===== src/rtl/enemy_collision_detector_if.sv =====
// Bundle between the enemy controller and the collision detector:
// snapshot inputs, per-enemy results and the done strobe.
interface enemy_collision_detector_if;
    logic       start;
    logic [8:0] link_x_pos;
    logic [7:0] link_y_pos;
    logic       link_attack;
    logic [2:0] link_direction;
    logic [2:0] enemy_active;
    logic [8:0] enemy_1_x_pos;
    logic [8:0] enemy_2_x_pos;
    logic [8:0] enemy_3_x_pos;
    logic [7:0] enemy_1_y_pos;
    logic [7:0] enemy_2_y_pos;
    logic [7:0] enemy_3_y_pos;
    logic [2:0] enemy_1_direction;
    logic [2:0] enemy_2_direction;
    logic [2:0] enemy_3_direction;
    logic [2:0] collision;
    logic [2:0] hit;
    logic       link_hurt;
    logic       done;

    modport master (
        output start, link_x_pos, link_y_pos, link_attack, link_direction,
        output enemy_active,
        output enemy_1_x_pos, enemy_2_x_pos, enemy_3_x_pos,
        output enemy_1_y_pos, enemy_2_y_pos, enemy_3_y_pos,
        output enemy_1_direction, enemy_2_direction, enemy_3_direction,
        input  collision, hit, link_hurt, done
    );

    modport slave (
        input  start, link_x_pos, link_y_pos, link_attack, link_direction,
        input  enemy_active,
        input  enemy_1_x_pos, enemy_2_x_pos, enemy_3_x_pos,
        input  enemy_1_y_pos, enemy_2_y_pos, enemy_3_y_pos,
        input  enemy_1_direction, enemy_2_direction, enemy_3_direction,
        output collision, hit, link_hurt, done
    );
endinterface


===== src/rtl/enemy_collision_detector.sv =====
// Snapshots Link/enemy state on start, evaluates one enemy per cycle,
// then commits collision/hit/link_hurt together with a done pulse.
module enemy_collision_detector #(
    parameter int SPRITE = 16,
    parameter int STEP   = 1,
    parameter int X_MIN  = 16,
    parameter int X_MAX  = 288,
    parameter int Y_MIN  = 16,
    parameter int Y_MAX  = 208
) (
    input logic clock,
    input logic reset,
    enemy_collision_detector_if.slave bus
);
    typedef enum logic [1:0] {IDLE, EVAL, COMMIT} state_t;
    typedef logic signed [10:0] coord_t;

    localparam coord_t     SP     = coord_t'(SPRITE);
    localparam logic [9:0] STEP_X = 10'(STEP);
    localparam logic [8:0] STEP_Y = 9'(STEP);
    localparam logic [9:0] XMIN_C = 10'(X_MIN);
    localparam logic [9:0] XMAX_C = 10'(X_MAX);
    localparam logic [8:0] YMIN_C = 9'(Y_MIN);
    localparam logic [8:0] YMAX_C = 9'(Y_MAX);

    state_t     state_q, state_d;
    logic [1:0] idx_q;

    logic [8:0] lx_q;
    logic [7:0] ly_q;
    logic       atk_q;
    logic [2:0] ldir_q;
    logic [2:0] act_q;
    logic [8:0] ex_q [3];
    logic [7:0] ey_q [3];
    logic [2:0] ed_q [3];

    logic [2:0] coll_s, hit_s;
    logic       hurt_s;
    logic [2:0] coll_q, hit_q;
    logic       hurt_q, done_q;

    function automatic logic overlap(
        input coord_t ax, input coord_t ay,
        input coord_t bx, input coord_t by
    );
        return (ax < bx + SP) && (bx < ax + SP) &&
               (ay < by + SP) && (by < ay + SP);
    endfunction

    logic [8:0] cx;
    logic [7:0] cy;
    logic [2:0] cd;
    logic       ca;
    logic [9:0] px;
    logic [8:0] py;
    logic       under, oob, obst;
    coord_t     lsx, lsy, csx, csy, psx, psy, swx, swy;
    logic       sv;
    logic       block_b, hit_b, hurt_b;

    always_comb begin
        cx = '0;
        cy = '0;
        cd = '0;
        ca = 1'b0;
        for (int j = 0; j < 3; j++) begin
            if (idx_q == 2'(j)) begin
                cx = ex_q[j];
                cy = ey_q[j];
                cd = ed_q[j];
                ca = act_q[j];
            end
        end

        px    = {1'b0, cx};
        py    = {1'b0, cy};
        under = 1'b0;
        case (cd)
            3'd1: begin
                under = ({1'b0, cy} < STEP_Y);
                py    = {1'b0, cy} - STEP_Y;
            end
            3'd2: py = {1'b0, cy} + STEP_Y;
            3'd3: begin
                under = ({1'b0, cx} < STEP_X);
                px    = {1'b0, cx} - STEP_X;
            end
            3'd4: px = {1'b0, cx} + STEP_X;
            default: ;
        endcase
        oob = under || (px < XMIN_C) || (px > XMAX_C) ||
              (py < YMIN_C) || (py > YMAX_C);

        lsx = coord_t'({2'b00, lx_q});
        lsy = coord_t'({3'b000, ly_q});
        csx = coord_t'({2'b00, cx});
        csy = coord_t'({3'b000, cy});
        psx = coord_t'({1'b0, px});
        psy = coord_t'({2'b00, py});

        obst = 1'b0;
        for (int j = 0; j < 3; j++) begin
            if (idx_q != 2'(j) && act_q[j] &&
                overlap(psx, psy,
                        coord_t'({2'b00, ex_q[j]}),
                        coord_t'({3'b000, ey_q[j]})))
                obst = 1'b1;
        end

        // Sword sits one sprite ahead of Link; may extend past 0.
        swx = lsx;
        swy = lsy;
        sv  = 1'b1;
        unique case (1'b1)
            (ldir_q == 3'd1): swy = lsy - SP;
            (ldir_q == 3'd2): swy = lsy + SP;
            (ldir_q == 3'd3): swx = lsx - SP;
            (ldir_q == 3'd4): swx = lsx + SP;
            default:          sv  = 1'b0;
        endcase

        block_b = ca && (oob || obst || overlap(psx, psy, lsx, lsy));
        hit_b   = ca && atk_q && sv && overlap(swx, swy, csx, csy);
        hurt_b  = ca && overlap(csx, csy, lsx, lsy);
    end

    always_comb begin
        state_d = state_q;
        case (state_q)
            IDLE:    if (bus.start) state_d = EVAL;
            EVAL:    if (idx_q == 2'd2) state_d = COMMIT;
            COMMIT:  state_d = IDLE;
            default: state_d = IDLE;
        endcase
    end

    always_ff @(posedge clock) begin
        if (reset) begin
            state_q <= IDLE;
            idx_q   <= '0;
            coll_s  <= '0;
            hit_s   <= '0;
            hurt_s  <= 1'b0;
            coll_q  <= '0;
            hit_q   <= '0;
            hurt_q  <= 1'b0;
            done_q  <= 1'b0;
        end else begin
            state_q <= state_d;
            done_q  <= 1'b0;
            case (state_q)
                IDLE: begin
                    if (bus.start) begin
                        idx_q  <= '0;
                        coll_s <= '0;
                        hit_s  <= '0;
                        hurt_s <= 1'b0;
                    end
                end
                EVAL: begin
                    coll_s[idx_q] <= block_b;
                    hit_s[idx_q]  <= hit_b;
                    hurt_s        <= hurt_s | hurt_b;
                    idx_q         <= idx_q + 2'd1;
                end
                COMMIT: begin
                    coll_q <= coll_s;
                    hit_q  <= hit_s;
                    hurt_q <= hurt_s;
                    done_q <= 1'b1;
                end
                default: ;
            endcase
        end
    end

    // Snapshot registers need no reset: only read after a start.
    always_ff @(posedge clock) begin
        if (state_q == IDLE && bus.start) begin
            lx_q    <= bus.link_x_pos;
            ly_q    <= bus.link_y_pos;
            atk_q   <= bus.link_attack;
            ldir_q  <= bus.link_direction;
            act_q   <= bus.enemy_active;
            ex_q[0] <= bus.enemy_1_x_pos;
            ex_q[1] <= bus.enemy_2_x_pos;
            ex_q[2] <= bus.enemy_3_x_pos;
            ey_q[0] <= bus.enemy_1_y_pos;
            ey_q[1] <= bus.enemy_2_y_pos;
            ey_q[2] <= bus.enemy_3_y_pos;
            ed_q[0] <= bus.enemy_1_direction;
            ed_q[1] <= bus.enemy_2_direction;
            ed_q[2] <= bus.enemy_3_direction;
        end
    end

    assign bus.collision = coll_q;
    assign bus.hit       = hit_q;
    assign bus.link_hurt = hurt_q;
    assign bus.done      = done_q;
endmodule


===== src/flat_wrapper.sv =====
// flat-port wrapper written by rule: the top's interface ports become plain ports
module enemy_collision_detector_flat 
#(
    parameter int SPRITE = 16,
    parameter int STEP   = 1,
    parameter int X_MIN  = 16,
    parameter int X_MAX  = 288,
    parameter int Y_MIN  = 16,
    parameter int Y_MAX  = 208
)
  (clock, reset, bus_start, bus_link_x_pos, bus_link_y_pos, bus_link_attack, bus_link_direction, bus_enemy_active, bus_enemy_1_x_pos, bus_enemy_2_x_pos, bus_enemy_3_x_pos, bus_enemy_1_y_pos, bus_enemy_2_y_pos, bus_enemy_3_y_pos, bus_enemy_1_direction, bus_enemy_2_direction, bus_enemy_3_direction, bus_collision, bus_hit, bus_link_hurt, bus_done);
  enemy_collision_detector_if bus_i ();
  input logic clock;
  input logic reset;
  input wire logic [$bits(bus_i.start)-1:0] bus_start;
  input wire logic [$bits(bus_i.link_x_pos)-1:0] bus_link_x_pos;
  input wire logic [$bits(bus_i.link_y_pos)-1:0] bus_link_y_pos;
  input wire logic [$bits(bus_i.link_attack)-1:0] bus_link_attack;
  input wire logic [$bits(bus_i.link_direction)-1:0] bus_link_direction;
  input wire logic [$bits(bus_i.enemy_active)-1:0] bus_enemy_active;
  input wire logic [$bits(bus_i.enemy_1_x_pos)-1:0] bus_enemy_1_x_pos;
  input wire logic [$bits(bus_i.enemy_2_x_pos)-1:0] bus_enemy_2_x_pos;
  input wire logic [$bits(bus_i.enemy_3_x_pos)-1:0] bus_enemy_3_x_pos;
  input wire logic [$bits(bus_i.enemy_1_y_pos)-1:0] bus_enemy_1_y_pos;
  input wire logic [$bits(bus_i.enemy_2_y_pos)-1:0] bus_enemy_2_y_pos;
  input wire logic [$bits(bus_i.enemy_3_y_pos)-1:0] bus_enemy_3_y_pos;
  input wire logic [$bits(bus_i.enemy_1_direction)-1:0] bus_enemy_1_direction;
  input wire logic [$bits(bus_i.enemy_2_direction)-1:0] bus_enemy_2_direction;
  input wire logic [$bits(bus_i.enemy_3_direction)-1:0] bus_enemy_3_direction;
  output wire logic [$bits(bus_i.collision)-1:0] bus_collision;
  output wire logic [$bits(bus_i.hit)-1:0] bus_hit;
  output wire logic [$bits(bus_i.link_hurt)-1:0] bus_link_hurt;
  output wire logic [$bits(bus_i.done)-1:0] bus_done;
  assign bus_i.start = bus_start;
  assign bus_i.link_x_pos = bus_link_x_pos;
  assign bus_i.link_y_pos = bus_link_y_pos;
  assign bus_i.link_attack = bus_link_attack;
  assign bus_i.link_direction = bus_link_direction;
  assign bus_i.enemy_active = bus_enemy_active;
  assign bus_i.enemy_1_x_pos = bus_enemy_1_x_pos;
  assign bus_i.enemy_2_x_pos = bus_enemy_2_x_pos;
  assign bus_i.enemy_3_x_pos = bus_enemy_3_x_pos;
  assign bus_i.enemy_1_y_pos = bus_enemy_1_y_pos;
  assign bus_i.enemy_2_y_pos = bus_enemy_2_y_pos;
  assign bus_i.enemy_3_y_pos = bus_enemy_3_y_pos;
  assign bus_i.enemy_1_direction = bus_enemy_1_direction;
  assign bus_i.enemy_2_direction = bus_enemy_2_direction;
  assign bus_i.enemy_3_direction = bus_enemy_3_direction;
  assign bus_collision = bus_i.collision;
  assign bus_hit = bus_i.hit;
  assign bus_link_hurt = bus_i.link_hurt;
  assign bus_done = bus_i.done;
  enemy_collision_detector #(.SPRITE(SPRITE), .STEP(STEP), .X_MIN(X_MIN), .X_MAX(X_MAX), .Y_MIN(Y_MIN), .Y_MAX(Y_MAX)) u_core (.clock(clock), .reset(reset), .bus(bus_i));
endmodule

===== config.mk =====
export PLATFORM = sky130hd
export DESIGN_NAME = enemy_collision_detector_flat
export DESIGN_NICKNAME = d
export VERILOG_FILES = /design/src/rtl/enemy_collision_detector_if.sv /design/src/rtl/enemy_collision_detector.sv /design/src/flat_wrapper.sv
export SDC_FILE = /design/constraint.sdc
export NUM_CORES = 1
export LEC_CHECK = 0
export CORE_ASPECT_RATIO = 0.7
export CORE_MARGIN = 2
export CORE_UTILIZATION = 61
export CTS_BUF_LIST = sky130_fd_sc_hd__clkbuf_8
export CTS_CLUSTER_SIZE = 8
export DETAILED_ROUTE_END_ITERATION = 6
export GPL_ROUTABILITY_DRIVEN = 0
export PLACE_DENSITY = 0.83
export SLEW_MARGIN = 30
export SYNTH_ARGS = -nofsm -noshare
export SYNTH_HDL_FRONTEND = slang
export SYNTH_SLANG_ARGS = --single-unit

===== constraint.sdc =====
create_clock -name clock -period 28 [get_ports clock]
set_clock_uncertainty 0.2 [all_clocks]
set_input_delay 5.6 -clock clock [delete_from_list [all_inputs] [get_ports clock]]
set_output_delay 5.6 -clock clock [all_outputs]
set_load 0.02 [all_outputs]

After elaboration in Yosys (flattened, before gate mapping)
Memories as Yosys holds them, arrays and structs flattened.
Index checks and enable logic that the tools add are counted.

word-level totals
  register bits after elaboration = 43
  memory bits (writable) = 60
  word-level logic and storage cells = 169
  memories kept = 3

operators by class
  add/subtract/negate cells = 21
  bitwise gates (word level) = 1
  reductions and logical operators = 44
  $lt $le $gt $ge = 32
  mux-type cells = 38
  equality and inequality tests = 16

memories
  memory       words  width  rd ports  clocked after memory_dff  wr ports  RTL line                        text
  u_core.ex_q  3      9      3         0                         3         enemy_collision_detector.sv:34  logic [8:0] ex_q [3];
  u_core.ey_q  3      8      3         0                         3         enemy_collision_detector.sv:35  logic [7:0] ey_q [3];
  u_core.ed_q  3      3      3         0                         3         enemy_collision_detector.sv:36  logic [2:0] ed_q [3];

operators with widths
  cell                     number
  $lt A10 B11 Y1           11
  $lt A9 B11 Y1            7
  $lt A11 B11 Y1           6
  $add A9 B5 Y10 const B   6
  $add A8 B5 Y9 const B    5
  $pmux W11 S2             2
  $logic_and A1 B1 Y1      31
  $mux W9                  3
  $mux W8                  3
  $add A11 B6 Y11 const B  2
  $pmux W10 S2             1
  $pmux W9 S2              1
  $eq A3 B2 Y1 const B     4
  $mux W1                  12
  $mux W3                  4
  $pmux W3 S2              2
  $add A10 B5 Y11 const B  1
  $add A9 B1 Y10 const B   1
  $gt A10 B9 Y1 const B    1
  $lt A10 B5 Y1 const B    1
  $sub A9 B1 Y10 const B   1
  $sub A9 B5 Y10 const B   1
  $add A8 B1 Y9 const B    1
  $gt A9 B8 Y1 const B     1
  25 further kinds         44

Depth between registers and ports, before layout
Gate-level depths: netlist of the first run.

  depth in word-level cells = 20
  mapped depth = 26
  mapped depth without buffers = 25

Worst setup path before layout of the first run
No wires, ideal clock.

  path kind = input to register
  from = input port bus_start
  to = register u_core.hit_s[1]
  arrival = 13.095 ns
  required time = 27.684 ns
  path slack = 14.589 ns
  cell stages on the path = 4
  cells stage by stage = nor3b_1 > nor2_1 > and3_1 > a31o_2

between the ends
  longest elaborated chain between the ends = 2

RTL lines
  element                        RTL line                         text
  start, declared                flat_wrapper.sv:15               input wire logic [$bits(bus_i.start)-1:0] bus_start;
  $ne A2 B2 Y1 (no line)         -
  $reduce_and A2 Y1 (no line)    -
  end signal, assigned by index  enemy_collision_detector.sv:163  hit_s[idx_q] <= hit_b;
  end, declared                  enemy_collision_detector.sv:38   logic [2:0] coll_s, hit_s;

No other way between the ends.
A chain may end at the register's enable or synchronous reset.

==> results of run 1 <==
-- critical path, cell delays in order --
cell and delay, ns:
clkdlybuf4s50_1 0.68, nand2b_1 0.37, a2111oi_0 0.44, o221ai_1 0.20
or3_1 0.33, nor3_1 0.18, o221a_1 0.24, a21oi_1 0.08
o31ai_1 0.07
-- state kept, by name, indices dropped and copies added, names as in the netlist --
name,count
u_core.lx_q,9
u_core.ex_q,27
u_core.ed_q,9
u_core.coll_s,3
u_core.state_q,2
u_core.hit_s,3
u_core.bus.hit,3
u_core.act_q,3
u_core.hurt_s,1
u_core.atk_q,1
u_core.bus.done,1
u_core.ey_q,24
u_core.ldir_q,3
u_core.bus.link_hurt,1
u_core.bus.collision,3
u_core.ly_q,8
u_core.idx_q,2
-- Yosys cell counts (4+ instances only) --
library cell    n
o221ai_1        4
o31a_1          4
buf_2           4
nor3_2          4
a21oi_1        76
clkbuf_1        5
a21o_2          4
or3_1           5
and4_1          4
buf_4           4
nand4_1        13
dfxtp_1        19
nor2b_1        23
o31ai_1        10
a211oi_1       24
ha_1          179
o21a_1         15
nor3_1         23
edfxtp_1       84
nand3b_1       16
xor2_1         15
a21o_1         39
nand2b_1        8
a31oi_1         4
inv_1          72
mux2i_1        11
o21ai_0        40
a2111oi_0       5
a22oi_1         5
o21ai_1         5
xnor2_1        35
buf_6           6
nor2_1         56
o211ai_1        4
nand3_1        52
and3_1         15
a21oi_2         7
nor4_1          8
nand2_1        54
inv_2          12
-- layout make-up --
cell class              count  share of cell area
multi-input cells         860               0.591
clock buffers               9              0.0108
well taps                 225              0.0246
inverters                  84              0.0275
clock inverters             7             0.00578
repair buffers            101              0.0867
flip-flops and latches    103               0.253
-- layer usage --
metal | track usage | vias up | part of all wire
met1 | 0.452 | 4167 | 0.46
met4 | 0.0835 | 0 | 0.019
met5 | 0 | - | 0
li1 | - | 4220 | -
met3 | 0.0849 | 63 | 0.10
met2 | 0.461 | 463 | 0.42
-- cells by family after synthesis --
kind of cell	count (synthesis)	synth area share
adders and majority gates	181	0.223
buffers and inverters	104	0.0449
AOI/OAI and AO/OA	306	0.218
and+or+nand+nor	311	0.172
DFF	103	0.286
xor gates and xnor gates	51	0.0448
muxes	11	0.0109
-- power breakdown --
group | leakage, nW | total, mW | internal, mW | switching (mW)
Sequential | 0.958 | 0.187 | 0.176 | 0.0110
Clock | 0.100 | 0.0943 | 0.0344 | 0.0599
Combinational | 3.86 | 0.292 | 0.116 | 0.176
-- how the worst max path moves through the flow --
stage	startpoint	end	slack, ns
floorplan	bus_start	u_core.hit_s[1]	14.59
global placement	reset	u_core.coll_s[1]	19.71
detailed placement	reset	u_core.coll_s[0]	19.52
CTS	reset	u_core.coll_s[0]	19.92
global route	reset	u_core.coll_s[2]	19.67
finish	reset	u_core.coll_s[0]	19.91
==> metrics, run 1 <==
post-DP HPWL=21.4 mm; CTS tree=yes; fin crit share=0.289; mean area per synthesized cell=~9.5 um^2; Routed WL per cell=19.5 um; final wirelength=27.1 mm; Final WS setup=19.91 ns; number of vias per cell=6.42; WHS Endpoint=u_core.hurt_s; Worst-Skew Late Latency=about 0.4 ns; RSZ-0062 raised after global routing=no; CORE AREA=16,300 um^2; Remaining DRCs=0; CTS Buf Count=9; area post-placement=11,300 um^2; htree depth=3; Async S/R FF share, synth=0; CTS root buffer=clkbuf_8; WP data arrival=8.20 ns; main flop type after synthesis=edfxtp_1; Seq/Total Area, Yosys=0.286; status=finished, final reports clean; initial antenna violation count=0; Fin. Hold Viols=0; fin cells=1,389; library cells used by synthesis=100; hold_ws=between 0.2 and 0.3 ns; # diodes=0; Hold Buf Count CTS=0; DP Worst Slack=19.52 ns; Final Cell Area=roughly 11,000 um^2; CP required=28.11 ns; Setup Fix Bufs, Post-CTS=0; Reg2Reg Capture Point=u_core.coll_s[0]; Vias=around 9,000; Max IR drop VDD=0.0316 mV; reg2reg start=u_core.idx_q[0]; total grt overflow=0; number of nets still failing antenna checks after routing=0; Worst Hold Class=reg -> reg; nets@finish=1,425; area of the multi-input gates=6780 um^2; GR Util All Layers=0.313; Yosys top cell by area=edfxtp_1; most common cell after layout, fill and taps aside=ha_1; most area-consuming cells after synthesis=edfxtp_1 (25%), ha_1 (22%), a21oi_1 (3.8%), dfxtp_1 (3.8%), xnor2_1 (3.0%); maxcap violations=0; Slew HR=0.370; Worst Tran Pin Value=0.938 ns; Fin Setup TNS=0 ns; filler cell count=between 1,000 and 1,500; PD cells=about 50 nW/um^2; Die Width=158 um; global-route wire length before repair=43.3 mm; Die Y=112 um; synth warn=0; Post-Syn Instances=1,067; vias in the first global route=8,528; Sequential Area=2900 um^2; worst hold start=u_core.hurt_s; Die Area=17,700 um^2; Worst Hold Path Cells=2; Bufs on Longest Clock Path=2; critical path class=in -> reg; CTS clk-pin slew, worst paths=0.11 ns; Yosys reg bits=between 100 and 150; Final Core Density=0.703; Post-Syn Nets=1,333; starting density of the core=0.622; Post-synth EDFFs=84; dpl cells=1,373; Tmin final=just over 8 ns; Mapped Area=slightly above 10,000 um^2; Final Total Pwr=roughly 570 uW; post-CTS sizing=0; First-pass DRT Iterations=5; critical path peak fanout=14; layout cells sized above 1=0.0739; clock sinks=around 100; Top Ports=95; Pleak=4.92 nW; Slew Viols, Final=0; I/O Buffers=94; Worst setup SP type=input pin; CP Capture Type=flop; R2R setup slack=21.79 ns; Peak Freq=0.124 GHz; initial DRC count=~950; largest net degree at the start of global routing=46; R2R depth=21; most frequent cells in the layout=ha_1 (179), clkdlybuf4s50_1 (94), edfxtp_1 (84); P&R area growth vs syn=13.1%; # setup viols final=0; row cnt=39; share of the synthesized area in the top cell type=0.249
Note: power is estimated with default switching activity, not from simulation.
==> run 2, diff against run 1 <==
--- a/config.mk
+++ b/config.mk
@@ -7,12 +7,12 @@
 export LEC_CHECK = 0
 export CORE_ASPECT_RATIO = 0.7
 export CORE_MARGIN = 2
-export CORE_UTILIZATION = 61
+export CORE_UTILIZATION = 55
 export CTS_BUF_LIST = sky130_fd_sc_hd__clkbuf_8
 export CTS_CLUSTER_SIZE = 8
 export DETAILED_ROUTE_END_ITERATION = 6
 export GPL_ROUTABILITY_DRIVEN = 0
-export PLACE_DENSITY = 0.83
+export PLACE_DENSITY = 0.79
 export SLEW_MARGIN = 30
 export SYNTH_ARGS = -nofsm -noshare
 export SYNTH_HDL_FRONTEND = slang
==> constraint.sdc (replaced) <==
create_clock -name clock -period 6.49 [get_ports clock]
set_clock_uncertainty 0.2 [all_clocks]
set_input_delay 1.298 -clock clock [delete_from_list [all_inputs] [get_ports clock]]
set_output_delay 1.298 -clock clock [all_outputs]
set_load 0.02 [all_outputs]
==> metrics, run 2 (synthesis gave the netlist of run 1 again) <==
layout cells sized above 1=0.0802 (was 0.0739); Fin Setup TNS=0 ns (unchanged); CP Capture Type=flop (unchanged); PD cells=217 nW/um^2 (was 50.1 nW/um^2); P&R area growth vs syn=13.9% (was 13.1%); Tmin final=6.10 ns; critical path peak fanout=23 (was 14); Slew Viols, Final=0 (unchanged); critical path class=reg -> reg (was in -> reg); crit path cell chain=inv_1, ha_1, buf_4, a21oi_1, a22oi_2, inv_1, ha_1, and3_1, o211ai_1, and3_1, or2_0, nand3_1, xnor2_1, buf_4, ha_1, o2111ai_1, a21oi_1, o31a_1, a2111o_1, o21a_1, o211a_1, o31ai_1 (was clkdlybuf4s50_1, nand2b_1, a2111oi_0, o221ai_1, or3_1, nor3_1, o221a_1, a21oi_1, o31ai_1); initial antenna violation count=0 (unchanged); maxcap violations=0 (unchanged); Critical Path Slowest Stage Cell=ha_1 (was clkdlybuf4s50_1); Die Y=118 um (was 112 um); I/O Buffers=94 (unchanged); status=finished, final reports clean (unchanged); Worst-Skew Late Latency=0.41 ns (was 0.40 ns); total grt overflow=0 (unchanged); htree depth=3 (unchanged); Setup Fix Bufs, Post-CTS=0 (unchanged); Slew HR=0.385 (was 0.370); hold_ws=0.271 ns (was 0.292 ns); Remaining DRCs=0 (unchanged); fin crit share=0.940; Largest regs=u_core.ex_q (27), u_core.ey_q (24) (unchanged); most frequent cells in the layout=ha_1 (179), clkdlybuf4s50_1 (94), edfxtp_1 (84) (unchanged); clock sinks=103 (unchanged); Bufs on Longest Clock Path=2 (unchanged); Die Width=166 um (was 158 um); # setup viols final=0 (unchanged); CP most frequent cell=ha_1; nets@finish=1,433 (was 1,425); row cnt=41 (was 39); Max IR drop VDD=0.152 mV (was 0.0316 mV); register share of total power=0.324 (was 0.326); CTS Buf Count=9 (unchanged); CP required=6.62 ns (was 28.11 ns); starting density of the core=0.561 (was 0.622); number of vias per cell=6.34 (was 6.42); CORE AREA=18,100 um^2 (was 16,300 um^2); CTS clk-pin slew, worst paths=0.12 ns (was 0.11 ns); # diodes=0 (unchanged); largest register by flop count=u_core.ex_q (unchanged); Pleak=4.96 nW (was 4.92 nW); initial DRC count=1,005 (was 946); post-CTS sizing=0 (unchanged); Switching Fraction=0.431 (about the same); Peak Freq=0.164 GHz; First-pass DRT Iterations=6 (was 5); most common cell after layout, fill and taps aside=ha_1 (unchanged); Comb power frac=0.512 (was 0.509); max incr delay on CP=0.71 ns (was 0.68 ns); post-DP HPWL=22.2 mm (was 21.4 mm); RSZ-0062 raised after global routing=no (unchanged); CTS root buffer=clkbuf_8 (unchanged); Fin. Hold Viols=0 (unchanged); Clock Power Share=0.164 (about the same); net switching power=1.08 mW (was 247 uW); final wirelength=27.7 mm (was 27.1 mm); WP data arrival=6.23 ns (was 8.20 ns); Worst Tran Pin Value=0.923 ns (was 0.938 ns); number of nets still failing antenna checks after routing=0 (unchanged); max reg flops=27 (unchanged); Top Ports=95 (unchanged); Final Total Pwr=2.51 mW (was 574 uW); Int Pwr=1.43 mW (was 327 uW); Worst setup SP type=flop (was input pin); Worst Hold Class=reg -> reg (unchanged); CTS tree=yes (unchanged); Routed WL per cell=19.7 um (was 19.5 um); largest net degree at the start of global routing=73 (was 46); Hold Buf Count CTS=0 (unchanged); global-route wire length before repair=44.2 mm (was 43.3 mm); Die Area=19,500 um^2 (was 17,700 um^2); Vias=8,923 (was 8,913); GR Util All Layers=0.283 (was 0.313); vias in the first global route=8,426 (was 8,528)
==> run 2: changes by cell type in the layout (fill, tap and decap cells not counted) <==
| cell | delta |
|---|---|
| buf_4 | +8 |
| clkinv_4 | -1 |
| inv_6 | +1 |
| nor3b_2 | -1 |
| nor3b_4 | +1 |
==> run 2: power groups by stage <==
stage               Clock, mW  Combinational [mW]  Sequential [mW]
floorplan                   0               0.888            0.805
global placement            0                1.20            0.823
detailed placement          0                1.24            0.824
CTS                     0.425                1.25            0.809
global route            0.447                1.42            0.815
finish                  0.412                1.28            0.811
==> run 2: final cells by class <==
type	count	area [um^2]
sequential	103	2900
multi-input combinational	860	6790
tap	236	295
fill	1506	6510
inverter	84	315
clock inverter	7	66.3
clock buffer	9	124
timing repair buffer	109	1050
==> run 2: critical path: cells and delay by family (launching register included) <==
family,cells,cell delay (ns)
simple gates,4,1.13
buf+inv,4,0.73
xor+xnor,1,0.17
compound gates,10,2.21
fa+ha+maj,3,1.23
flops,1,0.35
==> run 2: worst paths after layout <==
path / start / to / slack, ns / cells past startpoint
max: u_core.idx_q[1] / u_core.coll_s[1] / 0.39 / 22
min: u_core.hurt_s / u_core.hurt_s / 0.27 / 2
max reg2reg: u_core.idx_q[1] / u_core.coll_s[1] / 0.39 / 22
min reg2reg: u_core.hurt_s / u_core.hurt_s / 0.27 / 2
==> run 2: stage by stage <==
| step | worst slack (ns) | cell area, um^2 | instances | utilization |
|---|---|---|---|---|
| global placement | 0.815 | 11400 | 1392 | 0.629 |
| CTS | 0.590 | 11500 | 1408 | 0.639 |
| floorplan | 0.611 | 10100 | 1067 | - |
| detailed placement | 0.640 | 11400 | 1392 | 0.629 |
| finish | 0.390 | 11500 | 1408 | 0.639 |
| global route | 0.0396 | 11500 | 1408 | 0.639 |
==> run 2: per-layer routing <==
metal / GRT usage / vias to the layer above / part of all wire
li1: - / 4248 / -
met1: 0.436 / 4162 / 0.48
met2: 0.402 / 466 / 0.40
met3: 0.0541 / 47 / 0.096
met4: 0.0781 / 0 / 0.024
met5: 0 / - / 0
==> run 3, diff against run 2 <==
--- a/config.mk
+++ b/config.mk
@@ -5,12 +5,14 @@
 export SDC_FILE = /design/constraint.sdc
 export NUM_CORES = 1
 export LEC_CHECK = 0
+export CAP_MARGIN = 0
 export CORE_ASPECT_RATIO = 0.7
 export CORE_MARGIN = 2
-export CORE_UTILIZATION = 55
+export CORE_UTILIZATION = 61
 export CTS_BUF_LIST = sky130_fd_sc_hd__clkbuf_8
 export CTS_CLUSTER_SIZE = 8
 export DETAILED_ROUTE_END_ITERATION = 6
+export DONT_BUFFER_PORTS = 1
 export GPL_ROUTABILITY_DRIVEN = 0
 export PLACE_DENSITY = 0.79
 export SLEW_MARGIN = 30
==> metrics, run 3 (synthesis gave the netlist of run 1 again) <==
CP Capture Type=flop (unchanged); largest register by flop count=u_core.ex_q (unchanged); vias in the first global route=7,777 (was 8,426); final wirelength=26.6 mm (was 27.7 mm); reg2reg start=u_core.idx_q[0] (was u_core.idx_q[1]); layout cells sized above 1=0.0856 (was 0.0802); CTS Buf Count=9 (unchanged); Fin Setup TNS=0 ns (unchanged); Pleak=4.58 nW (was 4.96 nW); CP Launch Point=u_core.idx_q[0] (was u_core.idx_q[1]); Largest regs=u_core.ex_q (27), u_core.ey_q (24) (unchanged); Top Ports=95 (unchanged); max reg flops=27 (unchanged); I/O Buffers=0 (was 94); GR Util All Layers=0.308 (was 0.283); # diodes=0 (unchanged); Slew Viols, Final=0 (unchanged); CORE AREA=16,300 um^2 (was 18,100 um^2); Peak Freq=0.166 GHz (was 0.164 GHz); CP required=6.62 ns (about the same); Final Cell Area=10,600 um^2 (was 11,500 um^2); Slew HR=0.382 (was 0.385); Bufs on Longest Clock Path=2 (unchanged); PD cells=234 nW/um^2 (was 217 nW/um^2); Worst setup SP type=flop (unchanged); Worst Tran Pin Value=0.921 ns (was 0.923 ns); global-route wire length before repair=41.9 mm (was 44.2 mm); number of nets still failing antenna checks after routing=0 (unchanged); Routed WL per cell=20.5 um (was 19.7 um); initial antenna violation count=0 (unchanged); initial DRC count=805 (was 1,005); clock sinks=103 (unchanged); max incr delay on CP=0.70 ns (was 0.71 ns); CTS tree=yes (unchanged); DP Worst Slack=0.571 ns (was 0.640 ns); Max IR drop VDD=0.170 mV (was 0.152 mV); area post-placement=10,400 um^2 (was 11,400 um^2); CTS root buffer=clkbuf_8 (unchanged); Vias=8,500 (was 8,923); post-CTS sizing=0 (unchanged); Final WS setup=0.459 ns (was 0.390 ns); row cnt=39 (was 41); crit path cell chain=inv_1, ha_1, buf_4, buf_4, a21oi_1, a2bb2oi_2, inv_1, ha_1, inv_1, o211ai_1, a21oi_1, or2_0, nand3_1, xnor2_1, buf_4, ha_1, o2111ai_1, a21oi_1, o31a_1, a2111o_1, o21a_1, o211a_1, o31ai_1 (was inv_1, ha_1, buf_4, a21oi_1, a22oi_2, inv_1, ha_1, and3_1, o211ai_1, and3_1, or2_0, nand3_1, xnor2_1, buf_4, ha_1, o2111ai_1, a21oi_1, o31a_1, a2111o_1, o21a_1, o211a_1, o31ai_1); htree depth=3 (unchanged); Worst-Skew Late Latency=0.41 ns (about the same); P&R area growth vs syn=4.56% (was 13.9%); Die Y=112 um (was 118 um); Fin. Hold Viols=0 (unchanged); Tmin final=6.03 ns (was 6.10 ns); largest net degree at the start of global routing=38 (was 73); most common cell after layout, fill and taps aside=ha_1 (unchanged); Worst Hold Class=reg -> reg (unchanged); critical path peak fanout=22 (was 23); Setup Fix Bufs, Post-CTS=0 (unchanged); R2R setup slack=0.46 ns (was 0.39 ns); worst hold start=u_core.hurt_s (unchanged); maxcap violations=0 (unchanged); Remaining DRCs=0 (unchanged); Die Width=158 um (was 166 um); most frequent cells in the layout=ha_1 (178), edfxtp_1 (84), a21oi_1 (76) (was ha_1 (179), clkdlybuf4s50_1 (94), edfxtp_1 (84)); Die Area=17,700 um^2 (was 19,500 um^2); starting density of the core=0.622 (was 0.561); Bufs and invs on worst path=6 (was 4); nets@finish=1,336 (was 1,433); total grt overflow=0 (unchanged); CTS clk-pin slew, worst paths=0.12 ns (about the same); First-pass DRT Iterations=5 (was 6); WP data arrival=6.16 ns (was 6.23 ns); number of vias per cell=6.54 (was 6.34); fin crit share=0.929 (was 0.940); Top delay family on crit path=compound AO/OA/AOI/OAI gates (unchanged); post-DP HPWL=21.4 mm (was 22.2 mm); Critical Path Slowest Stage Cell=ha_1 (unchanged); status=finished, final reports clean (unchanged); critical path class=reg -> reg (unchanged); # setup viols final=0 (unchanged); Hold Buf Count CTS=0 (unchanged); RSZ-0062 raised after global routing=no (unchanged)
run 3: layer usage:
| layer | track usage | share of wire |
|---|---|---|
| met1 | 0.479 | 0.48 |
| met2 | 0.428 | 0.39 |
| met4 | 0.0673 | 0.015 |
| met3 | 0.0743 | 0.11 |
| met5 | 0 | 0 |
run 3: tightest hold or removal path: stages, from the launching register on:
cell and delay, ns:
dfxtp_1 0.34, nand2_1 0.05, o31ai_1 0.05
run 3: power breakdown:
part | switching (mW) | internal, mW
Combinational | 0.750 | 0.464
Clock | 0.267 | 0.187
Sequential | 0.0507 | 0.761
Total | 1.07 | 1.41
run 3: final cells by class:
type / count / area (um^2)
fill: 1331 / 5700
timing repair buffer: 12 / 93.8
tap: 225 / 282
sequential: 103 / 2900
clock buffer: 9 / 124
inverter: 84 / 315
multi-input combinational: 860 / 6790
clock inverter: 7 / 88.8
run 3: final timing paths:
| path | endpoint | cells after the start |
|---|---|---|
| min | u_core.hurt_s | 2 |
| max | u_core.coll_s[2] | 23 |
| min reg2reg | u_core.hurt_s | 2 |
| max reg2reg | u_core.coll_s[2] | 23 |
run 3: per-stage QoR:
step / total power [mW] / hold WS (ns) / std cells / utilization
finish: 2.48 / 0.278 / 1300 / 0.650
global placement: 1.96 / 0.252 / 1283 / 0.636
floorplan: 1.69 / 0.224 / 1067 / -
CTS: 2.46 / 0.273 / 1300 / 0.650
global route: 2.65 / 0.315 / 1300 / 0.650
detailed placement: 2.00 / 0.256 / 1284 / 0.637
